==> config.mk <==
export PLATFORM = sky130hd
export DESIGN_NAME = nibble_serial_adder
export DESIGN_NICKNAME = d
export VERILOG_FILES = /design/src/rtl/nibble_serial_adder.sv
export SDC_FILE = /design/constraint.sdc
export NUM_CORES = 1
export LEC_CHECK = 0
export ABC_AREA = 1
export CORE_ASPECT_RATIO = 1.4
export CORE_UTILIZATION = 40
export CTS_CLUSTER_DIAMETER = 200
export DETAILED_ROUTE_END_ITERATION = 7
export GPL_ROUTABILITY_DRIVEN = 0
export PLACE_DENSITY = 0.61
export SYNTH_ARGS = -nofsm -noshare
export SYNTH_HDL_FRONTEND = slang
export SYNTH_HIERARCHICAL = 1
export SYNTH_SLANG_ARGS = --single-unit
==> constraint.sdc <==
create_clock -name clk -period 4 [get_ports clk]
set_input_delay 0.4 -clock clk [delete_from_list [all_inputs] [get_ports clk]]
set_output_delay 0.4 -clock clk [all_outputs]
set_load 0.01 [all_outputs]
==> src/rtl/nibble_serial_adder.sv <==
// -----------------------------------------------------------------------------
// nibble_serial_adder
//   Wide add/subtract built from a single 4-bit ripple adder (Adder4bit).
//   Operands are processed one nibble per clock, least-significant nibble
//   first, with the carry registered between nibbles.
//
// Ports
//   clk      : rising-edge clock
//   rst_n    : asynchronous active-low reset
//   Start    : operation request, sampled only while idle
//   Sub      : 0 = A + B + Cin, 1 = A - B (captured with Start)
//   Cin      : carry-in for add, ignored for subtract
//   A, B     : WIDTH-bit operands (captured with Start)
//   Busy     : high while an operation is running or completing
//   Done     : one-cycle pulse, results valid
//   Sum      : registered WIDTH-bit result
//   Cout     : final carry out (subtract: 1 = no borrow)
//   Overflow : signed two's-complement overflow
// -----------------------------------------------------------------------------

// 4-bit ripple-carry adder: the only arithmetic datapath of the block.
module Adder4bit (
  input  logic [3:0] a,
  input  logic [3:0] b,
  input  logic       ci,
  output logic [3:0] s,
  output logic       co
);

  logic [4:0] c;

  always_comb begin
    c[0] = ci;
    for (int unsigned i = 0; i < 4; i++) begin
      s[i]   = a[i] ^ b[i] ^ c[i];
      c[i+1] = (a[i] & b[i]) | (c[i] & (a[i] ^ b[i]));
    end
    co = c[4];
  end

endmodule

module nibble_serial_adder #(
  parameter int unsigned WIDTH = 16
) (
  input  logic             clk,
  input  logic             rst_n,
  input  logic             Start,
  input  logic             Sub,
  input  logic             Cin,
  input  logic [WIDTH-1:0] A,
  input  logic [WIDTH-1:0] B,
  output logic             Busy,
  output logic             Done,
  output logic [WIDTH-1:0] Sum,
  output logic             Cout,
  output logic             Overflow
);

  localparam int unsigned N  = WIDTH / 4;
  localparam int unsigned IW = (N > 1) ? $clog2(N) : 1;
  localparam logic [IW-1:0] LAST = IW'(N - 1);

  localparam logic [1:0] S_IDLE = 2'd0;
  localparam logic [1:0] S_RUN  = 2'd1;
  localparam logic [1:0] S_DONE = 2'd2;

  logic [1:0]       state;
  logic [WIDTH-1:0] a_q;
  logic [WIDTH-1:0] b_q;     // already inverted for subtract
  logic             carry;
  logic [IW-1:0]    idx;

  logic [3:0]       a_nib;
  logic [3:0]       b_nib;
  logic [3:0]       s_nib;
  logic             c_nib;

  // Nibble selection by index.
  always_comb begin
    a_nib = '0;
    b_nib = '0;
    for (int unsigned i = 0; i < N; i++) begin
      if (idx == IW'(i)) begin
        a_nib = a_q[4*i +: 4];
        b_nib = b_q[4*i +: 4];
      end
    end
  end

  Adder4bit u_add (
    .a  (a_nib),
    .b  (b_nib),
    .ci (carry),
    .s  (s_nib),
    .co (c_nib)
  );

  always_ff @(posedge clk or negedge rst_n) begin
    if (!rst_n) begin
      state    <= S_IDLE;
      a_q      <= '0;
      b_q      <= '0;
      carry    <= 1'b0;
      idx      <= '0;
      Sum      <= '0;
      Cout     <= 1'b0;
      Overflow <= 1'b0;
    end else begin
      case (state)
        S_IDLE: begin
          if (Start) begin
            state    <= S_RUN;
            a_q      <= A;
            b_q      <= Sub ? ~B : B;
            // Subtract is A + ~B + 1.
            carry    <= Sub ? 1'b1 : Cin;
            idx      <= '0;
            Sum      <= '0;
            Cout     <= 1'b0;
            Overflow <= 1'b0;
          end
        end
        S_RUN: begin
          for (int unsigned i = 0; i < N; i++) begin
            if (idx == IW'(i)) begin
              Sum[4*i +: 4] <= s_nib;
            end
          end
          carry <= c_nib;
          if (idx == LAST) begin
            state    <= S_DONE;
            idx      <= '0;
            Cout     <= c_nib;
            // Same-sign operands producing a different-sign result.
            Overflow <= (a_q[WIDTH-1] == b_q[WIDTH-1]) &&
                        (s_nib[3] != a_q[WIDTH-1]);
          end else begin
            idx <= idx + 1'b1;
          end
        end
        S_DONE: begin
          state <= S_IDLE;
        end
        default: begin
          state <= S_IDLE;
        end
      endcase
    end
  end

  assign Busy = (state == S_RUN) || (state == S_DONE);
  assign Done = (state == S_DONE);

endmodule
Word level (Yosys, flattened, before mapping)
Index checks and enable logic that the tools add are counted.
W data, S select, Z words.
{"block": "word_totals", "regBits": 55, "latch_bits": 0, "mem_bits_rw": 0, "mem_bits_ro": 0, "input_bits": 37, "out_inout_bits": 20, "elab_cells": 86, "n_memories": 0}
{"block": "classes", "addsub": 1, "multipliers": 0, "n_div": 0, "n_lt_le_gt_ge": 0, "eq_ne": 12, "n_shift": 0, "n_mux": 29, "bitwise": 21, "n_reduce_logical": 12}
{"op": "$mux W4", "count": 12}
{"op": "$mux W16", "count": 2}
{"op": "$pmux W16 S2", "count": 1}
{"op": "$not A16 Y16", "count": 1}
{"op": "$reduce_and A3 Y1", "count": 4}
{"op": "$ne A2 B2 Y1 const B", "count": 5}
{"op": "$and A1 B1 Y1", "count": 8}
{"op": "$mux W2", "count": 4}
{"op": "$pmux W2 S2", "count": 2}
{"op": "$xor A1 B1 Y1", "count": 8}
{"op": "$eq A2 B2 Y1 const B", "count": 3}
{"op": "$pmux W1 S2", "count": 3}
{"op": "$reduce_and A2 Y1", "count": 3}
{"op": "$mux W1", "count": 5}
{"op": "$eq A2 B1 Y1 const B", "count": 2}
{"op": "$logic_not A2 Y1", "count": 2}
{"op": "$or A1 B1 Y1", "count": 4}
{"op": "$add A2 B1 Y2 const B", "count": 1}
{"op": "$reduce_bool A2 Y1", "count": 1}
{"op": "$eq A1 B1 Y1", "count": 1}
{"op": "$logic_and A1 B1 Y1", "count": 1}
{"op": "$logic_or A1 B1 Y1", "count": 1}
{"op": "$ne A1 B1 Y1", "count": 1}

Logic depth before layout (Yosys ltp)
{"block": "logic_depth", "depth_word": 17, "ltp_mapped": 21, "mapped_depth_nobuf": 20}

Modules after synthesis
Netlist, hierarchy kept.
{"mod": "nibble_serial_adder", "n_inst": 1, "cells_each": 349, "area_each_um2": 2850.2, "seq_area_each_um2": 1376.3}
{"mod": "Adder4bit", "n_inst": 1, "cells_each": 14, "area_each_um2": 117.6, "seq_area_each_um2": 0.0}

Worst setup path after synthesis
No wires, ideal clock.
{"block": "synth_timing", "path_kind": "register to register", "start": "reg idx[1]", "end": "reg Overflow", "setup_time_ns": 0.116, "arrival_ns": 2.868, "required_time_ns": 3.884, "setup_slack_ns": 1.016, "stages_incl_launch_ff": 22, "n_path_buf": 1, "synth_period_minus_slack_ns": 2.984, "path_cell_list": "dfrtp_1 > inv_1 > ha_1 > buf_2 > inv_2 > nand3_1 > nand2_1 > nand2_1 > nand2_1 > fa_1 > inv_1 > fa_1 > inv_1 > fa_1 > inv_1 > fa_1 > inv_1 > inv_1 > nand3_1 > nand2_1 > nand2_1 > nand2_1"}
{"block": "synth_via", "elab_chain_len": 17, "elab_cells_between_ends": 32, "classes_between": "5 x eq/ne; 10 x mux; 14 x bitwise; 3 x reduce/logical"}
{"item": "start: declaration", "line_no": "72", "text": "logic [IW-1:0] idx;"}
{"item": "start signal: assignment", "line_no": "139", "text": "idx <= idx + 1'b1;"}
{"item": "$logic_not A2 Y1", "line_no": "84", "text": "if (idx == IW'(i)) begin"}
{"item": "$mux W4 (3 in a row)", "line_no": "84"}
{"item": "$mux W4 *", "line_no": "84"}
{"item": "net a_nib[0]", "line_no": "74", "text": "logic [3:0] a_nib;"}
{"item": "$xor A1 B1 Y1", "line_no": "36", "text": "c[i+1] = (a[i] & b[i]) | (c[i] & (a[i] ^ b[i]));"}
{"item": "$and A1 B1 Y1", "line_no": "36"}
{"item": "$or A1 B1 Y1 *", "line_no": "36"}
{"item": "$and A1 B1 Y1 *", "line_no": "36"}
{"item": "$or A1 B1 Y1 *", "line_no": "36"}
{"item": "$and A1 B1 Y1 *", "line_no": "36"}
{"item": "$or A1 B1 Y1 *", "line_no": "36"}
{"item": "$xor A1 B1 Y1 *", "line_no": "35", "text": "s[i] = a[i] ^ b[i] ^ c[i];"}
{"item": "net s_nib[3]", "line_no": "76", "text": "logic [3:0] s_nib;"}
{"item": "$ne A1 B1 Y1 *", "line_no": "137", "text": "(s_nib[3] != a_q[WIDTH-1]);"}
{"item": "$logic_and A1 B1 Y1 *", "line_no": "136", "text": "Overflow <= (a_q[WIDTH-1] == b_q[WIDTH-1]) &&"}
{"item": "$mux W1 *", "line_no": "131", "text": "if (idx == LAST) begin"}
{"item": "$pmux W1 S2 *", "line_no": "110", "text": "case (state)"}
{"item": "end signal: assignment", "line_no": "136"}
{"item": "end: declaration", "line_no": "57", "text": "output logic Overflow"}
Mark *: on every way through the listed nets, which the timed path passes. The rest lies on a longest branch. The select of a mux whose other input is x is not followed.
A chain may end at the register's enable or synchronous reset.

Worst setup path after layout
{"block": "layout_timing", "start": "reg idx[0]", "end": "reg Sum[15]"}
{"block": "layout_via", "elab_chain_len": 15, "elab_cells_between_ends": 30, "classes_between": "4 x eq/ne; 10 x mux; 14 x bitwise; 2 x reduce/logical"}
{"item": "$logic_not A2 Y1", "line_no": "84"}
{"item": "$mux W4 (3 in a row)", "line_no": "84"}
{"item": "$mux W4 *", "line_no": "84"}
{"item": "net a_nib[0]", "line_no": "74"}
{"item": "$xor A1 B1 Y1", "line_no": "36"}
{"item": "$and A1 B1 Y1", "line_no": "36"}
{"item": "$or A1 B1 Y1 *", "line_no": "36"}
{"item": "$and A1 B1 Y1 *", "line_no": "36"}
{"item": "$or A1 B1 Y1 *", "line_no": "36"}
{"item": "$and A1 B1 Y1 *", "line_no": "36"}
{"item": "$or A1 B1 Y1 *", "line_no": "36"}
{"item": "$xor A1 B1 Y1 *", "line_no": "35"}
{"item": "net s_nib[3]", "line_no": "76"}
{"item": "$mux W4 *", "line_no": "126", "text": "if (idx == IW'(i)) begin"}
{"item": "$pmux W16 S2 *", "line_no": "110"}
{"item": "end signal: indexed assignment", "line_no": "127", "text": "Sum[4*i +: 4] <= s_nib;"}
{"item": "end: declaration", "line_no": "55", "text": "output logic [WIDTH-1:0] Sum,"}
Marks and branches as above.

==> run metrics <==
status finished, final reports clean; vias in the first global route 2280; Sequential cell area 0.00138 mm2; worst stage delay on the critical path 0.42 ns; fin crit period 3.44 ns; syn avg cell area 8.18 um2; Placed Cells 498; final wirelength 6150 um; DIE HEIGHT 104 um; crit share post-route 0.860; clock sinks 55; Max Transition Viols Final 0; Post CTS Setup Buffer Count 0; Hold Path Class reg -> reg; post-synth top area cell dfrtp_1; FILL cells 730; CP dominant cell by count inv_1; Clock Tree Root clkbuf_8; WL/cell 12.1 um; Reg clk slew, reported paths 0.09 ns; Post-synth top cells nand2_1 (137), dfrtp_1 (55), nand3_1 (45); largest cells by area after synthesis dfrtp_1 (46%), nand2_1 (17%), nand3_1 (7.6%); H-tree levels 2; RSZ-0062 raised after global routing no; initial DRC count 124; clock skew 0.00489 ns; largest fanout on the critical path 9; critical path startpoint category flop; TritonRoute pass-1 iters 4; Setup-failing EPs final 0; critical path, cell by cell inv_1 > ha_1 > inv_2 > nor2_1 > nor2_1 > nand2_1 > nand2_1 > fa_1 > inv_1 > fa_1 > inv_1 > fa_1 > inv_1 > fa_1 > inv_1 > nand2_1 > inv_1 > nand3_1 > nand2_1; IO Pins 57; Power Density 776 mW/mm2; critical path required time 4.25 ns; Rows 36; final hold violation count 0; post-route cell area 0.00362 mm2; prevailing post-synth register cell dfrtp_1; crit-path leading delay family adder cells; setup TNS 0 ns; maximum buffer depth of the clock tree 2; Unique masters post-synth 21; top-count cell post-synth nand2_1; Synth Register Bits 55; Cells after Synth 363; Detail Route Antenna Nets 0; Mapped Area 0.00297 mm2; diodes inserted 0; Least-Margin Pin Slew 0.916 ns; crit end category flop; synthesis-to-finish area growth 21.9%; worst rel slew slack 0.387; Layout Nets 460; share of layout cells above drive strength 1 0.0534; CP bufs+invs 7; syn nets 412; largest net degree at the start of global routing 51; Initial Utilization 0.420; top-area cell type share of the netlist area 0.464; placed cell areas 0.00351 mm2; Static Leak 1.83 nW; GRT Overall Usage 0.173; fin cells 507; first-pass GRT wire length 10500 um; max cap viols 0; fmax 0.291 GHz; Worst-Skew Late Latency 0.30 ns; post-DP HPWL 4660 um; multi-input gate area in the final layout 0.00134 mm2; Crit Path Class reg -> reg; core area 0.00707 mm2; CTS Buf Count 5; number of vias per cell 4.66; Die W 74.8 um; peak supply drop 0.000310 V; via count 2361; DRC Markers 0; CTS tree built; Critical-path top delay cell fa_1; Port Buffer Count 56; initial antenna violation count 0; Post-synth EDFFs 0; grt total ovfl 0; yosys warns 6; full die area 0.00777 mm2; post-synthesis sequential area ratio 0.464; Async SR Flop Fraction 1.00; Critical Path AT 3.68 ns
==> repair_timing <==
action | CTS | global route
hold buffers | 1 | 0
gates resized for setup | 0 | 0
hold endpoints to repair | 12 | 0
==> final cells by class <==
cell class / count / share of cell area
Tap cell: 95 / 0.0329
Sequential cell: 55 / 0.380
Clock buffer: 8 / 0.0277
Inverter: 26 / 0.0270
Multi-Input combinational cell: 263 / 0.369
Timing Repair Buffer: 60 / 0.163
==> worst register-to-register path, stage by stage (launching register included) <==
cell and delay, ns:
dfrtp_1 0.41, inv_1 0.14, ha_1 0.37, inv_2 0.15, nor2_1 0.11, nor2_1 0.04, nand2_1 0.09, nand2_1 0.08
fa_1 0.42, inv_1 0.08, fa_1 0.16, inv_1 0.05, fa_1 0.36, inv_1 0.08, fa_1 0.40, inv_1 0.10
nand2_1 0.06, inv_1 0.14, nand3_1 0.09, nand2_1 0.08
==> per-stage QoR <==
step                      worst slack [ns]  hold WS (ns)  total power, W   util
after global placement               0.703         0.306         0.00246  0.496
after CTS                            0.560         0.482         0.00284  0.512
final                                0.562         0.477         0.00281  0.512
after floorplan                       1.02         0.104         0.00211      -
after detailed placement             0.595         0.305         0.00250  0.496
after global routing                 0.307         0.496         0.00309  0.512
==> cell usage in the layout, fill, tap and decap left out, types with 2 or more instances in the layout <==
cell type	Yosys	layout
nand2_1	137	137
xnor2_1	16	16
inv_2	3	3
clkbuf_8	0	7
clkdlybuf4s50_1	0	55
o21ai_1	10	10
nand2_2	3	3
buf_4	1	3
nor2_1	18	18
nand3_1	45	45
ha_1	8	8
o21ai_2	2	2
o21ai_0	7	7
dfrtp_1	55	55
fa_1	4	4
nand2_4	3	3
a21oi_1	8	8
inv_1	23	23
==> metal layers <==
layer | wire length, um | share of wire | vias up | track usage
met3 | 185 | 0.030 | 13 | 0.0242
met4 | 144 | 0.023 | 0 | 0.0620
met2 | 3140 | 0.51 | 48 | 0.295
li1 | - | - | 1223 | -
met1 | 2670 | 0.43 | 1077 | 0.216
met5 | 0 | 0 | - | 0
==> sequential cells by signal (all words and copies together), names as in the netlist <==
signal,count
Sum,16
idx,2
Overflow,1
Cout,1
carry,1
a_q,16
state,2
b_q,16
==> power breakdown <==
| group | internal [W] | switching [W] | leakage, nW |
|---|---|---|---|
| clock network | 0.000158 | 0.000174 | 0.0515 |
| registers | 0.000797 | 0.000158 | 0.699 |
| logic | 0.000574 | 0.000944 | 1.08 |
| total | 0.00153 | 0.00128 | 1.83 |
==> worst paths after layout <==
check,end,slack [ns],depth (start not counted),start
worst max-delay path,Sum[15],0.56,19,idx[0]
worst min-delay path,Sum[1],0.48,2,Sum[1]
worst max register to register,Sum[15],0.56,19,idx[0]
worst min register to register,Sum[1],0.48,2,Sum[1]
max in group asynchronous,b_q[0],2.66,3,rst_n
min in group asynchronous,state[0],0.50,2,rst_n
==> cells by family after synthesis <==
logic type / Yosys count / share of synthesized area
and+or+nand+nor: 208 / 0.294
DFF: 55 / 0.464
buffers and inverters: 45 / 0.0860
AOI/OAI and AO/OA: 27 / 0.0481
xor gates and xnor gates: 16 / 0.0472
adders and majority gates: 12 / 0.0607
(Power assumes the default switching activity.)
==> edit 1: new RTL, same flow settings <==
Set the parameter `WIDTH` to 32 (it was 16).
--- a/src/rtl/nibble_serial_adder.sv
+++ b/src/rtl/nibble_serial_adder.sv
@@ -43,3 +43,3 @@
 module nibble_serial_adder #(
-  parameter int unsigned WIDTH = 16
+  parameter int unsigned WIDTH = 32
 ) (
Ports: changed (resized A, B and Sum); port bits go from 57 to 105. The function was not compared with the original's and may differ.
==> edit 1 against the unedited design <==
Sequential share of layout area rose by 1.6 points; via count grew 70%; sequential cell count up 49; hold slack lost 0.28 ns; die area increased by 70%; power up 71%; synthesized area is 72% higher; wire length increased by 87%; worst setup slack worse by 0.24 ns; design area rose by 81%.
==> edit 1: results <==
[placed_design]
placement.io_buffers = 104
detailed_place.area_um2 = 6250
detailedPlacementHpwl_um = 8730
dpl.cell_count = 807

[sta]
slew_headroom_pct = 34.0
timing.clock.skew_ns = 0.00957

[detailed_routing]
drt-initial-drc-count = 143
drt_pass_1_iters = 5
finalWirelength_um = 11500
detail_route.vias_per_cell = 4.86

[critical_path]
critical_path.top_delay_family = "adder cells"
endpoint = "Sum[7]"
reg2reg_depth = 22
worstPathArrival_ns = 3.93
critPathMaxFanout = 17
setup.worst_path.class = "register to register"
reg2reg_slack_ns = 0.32
worst_r2r_startpoint = "idx[0]"
cp_slowest_cell = "sky130_fd_sc_hd__fa_1"

[synthesis]
syn-mean-instance-area_um2 = 8.93
most_frequently_used_flop_master_after_synthesis = "sky130_fd_sc_hd__dfrtp_1"
synth_sequential_area_ratio_pct = 51.0
syn_nets = 654
synth_top_cells_by_area = "sky130_fd_sc_hd__dfrtp_1 51%, sky130_fd_sc_hd__nand2_1 13%, sky130_fd_sc_hd__mux2_2 7.1%, sky130_fd_sc_hd__o21ai_0 6.8%, sky130_fd_sc_hd__xnor2_1 5.5%"
yosys_warnings = 6
ys_async_sr_fraction_pct = 100
synthTopCellsByCount = "179 x sky130_fd_sc_hd__nand2_1, 104 x sky130_fd_sc_hd__dfrtp_1, 69 x sky130_fd_sc_hd__o21ai_0, 37 x sky130_fd_sc_hd__inv_1, 35 x sky130_fd_sc_hd__nor2_1"
number_of_distinct_library_cell_variants_in_the_gate_level_netlist_after_synthesis = 29

[cts]
clk_latency_ns = 0.35
cts_htree_levels = 3
cts.root.buffer_cell = "sky130_fd_sc_hd__clkbuf_16"
clk_pin_slew_worst_paths_ns = 0.07
cts_inserted_buffers = 9

[global_route]
first_global_vias = 4029
grt_pass1_wl_um = 19200
antenna_violations_before_repair = 0
maximum_number_of_pins_on_one_net_before_global_route_repair = 81
grt_use_total_pct = 18.4

[final_layout]
finalNetCount = 751
layout.filler_cells = 1191
biggestRegsByFlops = "Sum (32), a_q (32), b_q (32)"
finalNonFillerCells = 824
drive_above_1_share_pct = 10.1

[pwr]
power_switching_share_pct = 39.7
power_leakage_nw = 3.01
irDropWorstVdd_uv = 319

[outcome]
run_status = "complete, no violations"

[min_path]
worst_hold_path_type = "input port to async pin"
[edit 1: changes by cell type in the layout (fill, tap and decap cells not counted), sizes merged, moves of 4 or more]
cell	before	now
xnor2	16	32
dfrtp	55	104
nor2	18	37
buf	4	8
inv	26	39
clkdlybuf4s50	55	102
a21oi	8	1
nand3	45	20
nand2	143	181
o21ai	19	75
mux2	0	32
or2	0	8
[edit 1: repair_timing]
action                                  in CTS  in global routing
hold buffers                                 0                  0
endpoints found under the hold margin        0                  0
buffers inserted                             0                  1
endpoints found under the setup margin       0                  8
resized for setup                            0                  1
[edit 1: cell type report]
class	count	area [um^2]	share of cell area, %
Sequential cell	104	2600	39.7
Timing Repair Buffer	110	1080	16.5
Inverter	40	154	2.35
Tap cell	150	188	2.86
Multi-Input combinational cell	404	2230	34.1
Clock buffer	11	243	3.70
Clock inverter	5	56.3	0.859
[edit 1: worst min path at each step]
stage	from	to	slack, ns	cells past startpoint
6_report	rst_n	Sum[5]	0.19	1
5_1_grt	rst_n	Sum[5]	0.30	1
4_1_cts	rst_n	Sum[5]	0.26	1
3_5_place_dp	b_q[10]	b_q[10]	0.47	2
3_3_place_gp	Sum[18]	Sum[18]	0.47	2
2_1_floorplan	rst_n	Cout	0.10	0
[edit 1: logic make-up (layout without fill, tap and decap cells)]
kind of cell	count (synthesis)	in the layout	synth area share, %
flops	104	104	51.0
fa+ha+maj	13	13	3.77
mux	32	32	7.06
compound gates	81	81	8.18
xor+xnor	32	32	5.49
buf+inv	64	166	5.29
simple gates	246	246	19.3
[edit 1: routing by layer]
metal	routed length (um)	track usage, %	up-vias
li1	-	-	2003
met1	4980	21.7	1899
met2	5940	33.2	85
met3	324	2.12	18
met4	268	9.31	0
met5	0	0	-
[edit 1: through the flow]
step                hold WS [ns]  worst slack, ns  utilization [%]
finish                     0.193            0.325             53.0
global route               0.304         -0.00620             53.0
CTS                        0.260            0.293             52.9
detailed placement         0.474            0.318             50.5
global placement           0.466            0.466             50.5
floorplan                  0.104            0.650                -
[edit 1: power groups by stage]
stage	combinational (mW)	clock, mW	sequential, mW
6_report	2.15	0.880	1.76
5_1_grt	2.49	0.930	1.82
4_1_cts	2.18	0.893	1.77
3_5_place_dp	2.17	0	1.79
3_3_place_gp	2.11	0	1.78
2_1_floorplan	1.47	0	1.72
==> edit 2: new RTL, same flow settings <==
Made on the original files. Register the inputs `Start`, `Sub`, `Cin`, `A` and `B` before use. The logic sees them one clock later.
--- a/src/rtl/nibble_serial_adder.sv
+++ b/src/rtl/nibble_serial_adder.sv
@@ -67,2 +67,16 @@
 
+  logic Start_q;
+  logic Sub_q;
+  logic Cin_q;
+  logic [WIDTH-1:0] A_q;
+  logic [WIDTH-1:0] B_q;
+
+  always_ff @(posedge clk) begin
+    Start_q <= Start;
+    Sub_q   <= Sub;
+    Cin_q   <= Cin;
+    A_q     <= A;
+    B_q     <= B;
+  end
+
   logic [1:0]       state;
@@ -111,8 +125,8 @@
         S_IDLE: begin
-          if (Start) begin
+          if (Start_q) begin
             state    <= S_RUN;
-            a_q      <= A;
-            b_q      <= Sub ? ~B : B;
+            a_q      <= A_q;
+            b_q      <= Sub_q ? ~B_q : B_q;
             // Subtract is A + ~B + 1.
-            carry    <= Sub ? 1'b1 : Cin;
+            carry    <= Sub_q ? 1'b1 : Cin_q;
             idx      <= '0;
Check against the original RTL: not equivalent (a bounded check fails within 4 cycles, from zero or initial values and one cycle with rst_n low).
==> edit 2 against the unedited design <==
Global-route usage down 0.29 points; design area up 27%; power up 44%; wire length up 15%; via count up 7.9%; worst setup slack better by 0.039 ns; critical path depth unchanged; utilization up 1.7 points; sequential cell count up 35; synthesized cell count up 9.9%; sequential power up 42%; synthesized area up 21%; largest cell class unchanged.
==> edit 2: results <==
[die]
num_tap_cells = 105

[sta]
timing.clock.skew_ns = 0.00836
fin_worst_hold_slack_ns = 0.179
slew_headroom_pct = 36.4
max_clock_freq_ghz = 0.294

[critical_path]
worst_r2r_startpoint = "idx[0]"
reg2reg_slack_ns = 0.60
critPathLaunchType = "register"
worst_r2r_endpoint = "Sum[7]"

[detailed_routing]
met3RoutedLength_um = 238
detail_route.wl_per_cell_um = 12.5
drt-initial-drc-count = 153
drt-met1-wl_um = 2950
drt_pass_1_iters = 6
met2_wirelength_um = 3670
max_used_layer = "met4"

[global_route]
maximum_number_of_pins_on_one_net_before_global_route_repair = 56
grt_pass1_wl_um = 11700
grt_use_total_pct = 17.0

[synthesis]
synth_sequential_area_ratio_pct = 57.8
syn_nets = 448
synth_top_cells_by_area = "sky130_fd_sc_hd__dfrtp_1 38%, sky130_fd_sc_hd__dfxtp_1 19%, sky130_fd_sc_hd__nand2_1 16%, sky130_fd_sc_hd__nand3_1 4.5%, sky130_fd_sc_hd__xnor2_1 3.9%"
ys_async_sr_fraction_pct = 61.1
syn-mean-instance-area_um2 = 9.01
synth-seq-cells = 90
synthTopCellsByCount = "149 x sky130_fd_sc_hd__nand2_1, 55 x sky130_fd_sc_hd__dfrtp_1, 35 x sky130_fd_sc_hd__dfxtp_1, 32 x sky130_fd_sc_hd__nand3_1, 29 x sky130_fd_sc_hd__inv_1"

[final_layout]
finalNetCount = 501
layout.filler_cells = 809
clock_buffers = 13
number_of_inverters_outside_the_clock_class_in_the_layout = 30
register_area_um2 = 2080
layout.comb_gates.multi_input = 262
bufAreaShareNonClock_pct = 12.6
nNonClkBuffers = 59
finalNonFillerCells = 562
syn2layout_area_growth_pct = 27.3
clock_cell_area_share_pct = 8.33
multi_input_area_share_pct = 28.4

[placed_design]
detailedPlacementHpwl_um = 4930
pre_cts_ws_ns = 0.622
dpl.cell_count = 546
detailed_place.area_um2 = 4200

[flow_run]
max_capacitance_violation_count = 0

[cts]
clk_pin_slew_worst_paths_ns = 0.06
cts.root.buffer_cell = "sky130_fd_sc_hd__clkbuf_16"
cts_htree_levels = 3
cts_inserted_buffers = 9
clk_latency_ns = 0.34

[pwr]
comb_cell_power_mw = 1.65
power_leakage_nw = 2.27
internal_power_mw = 2.51
power.share.sequential_pct = 33.6
irDropWorstVdd_uv = 367
p_switching_mw = 1.54

[outcome]
run_status = "complete, no violations"

[min_path]
worst_hold_path_type = "input port to async pin"
## edit 2: cell types whose count changed after synthesis, moves of 6 or more
cell / before / now
sky130_fd_sc_hd__dfxtp_1: 0 / 35
sky130_fd_sc_hd__nand3_1: 45 / 32
sky130_fd_sc_hd__o21ai_0: 7 / 19
sky130_fd_sc_hd__buf_6: 8 / 2
sky130_fd_sc_hd__inv_1: 23 / 29
sky130_fd_sc_hd__nand2_1: 137 / 149
sky130_fd_sc_hd__o21ai_1: 10 / 0
## edit 2: logic make-up (layout without fill, tap and decap cells)
family / after synthesis / count (layout) / synth area share [%]
xor+xnor: 16 / 16 / 3.90
compound gates: 32 / 32 / 4.77
flops: 90 / 90 / 57.8
buf+inv: 47 / 105 / 6.12
simple gates: 202 / 202 / 22.4
fa+ha+maj: 12 / 12 / 5.01
## edit 2: routing by layer
metal	track usage, %	up-vias
met2	28.3	54
met3	3.82	14
met4	8.77	0
li1	-	1331
met1	20.1	1149
met5	0	-
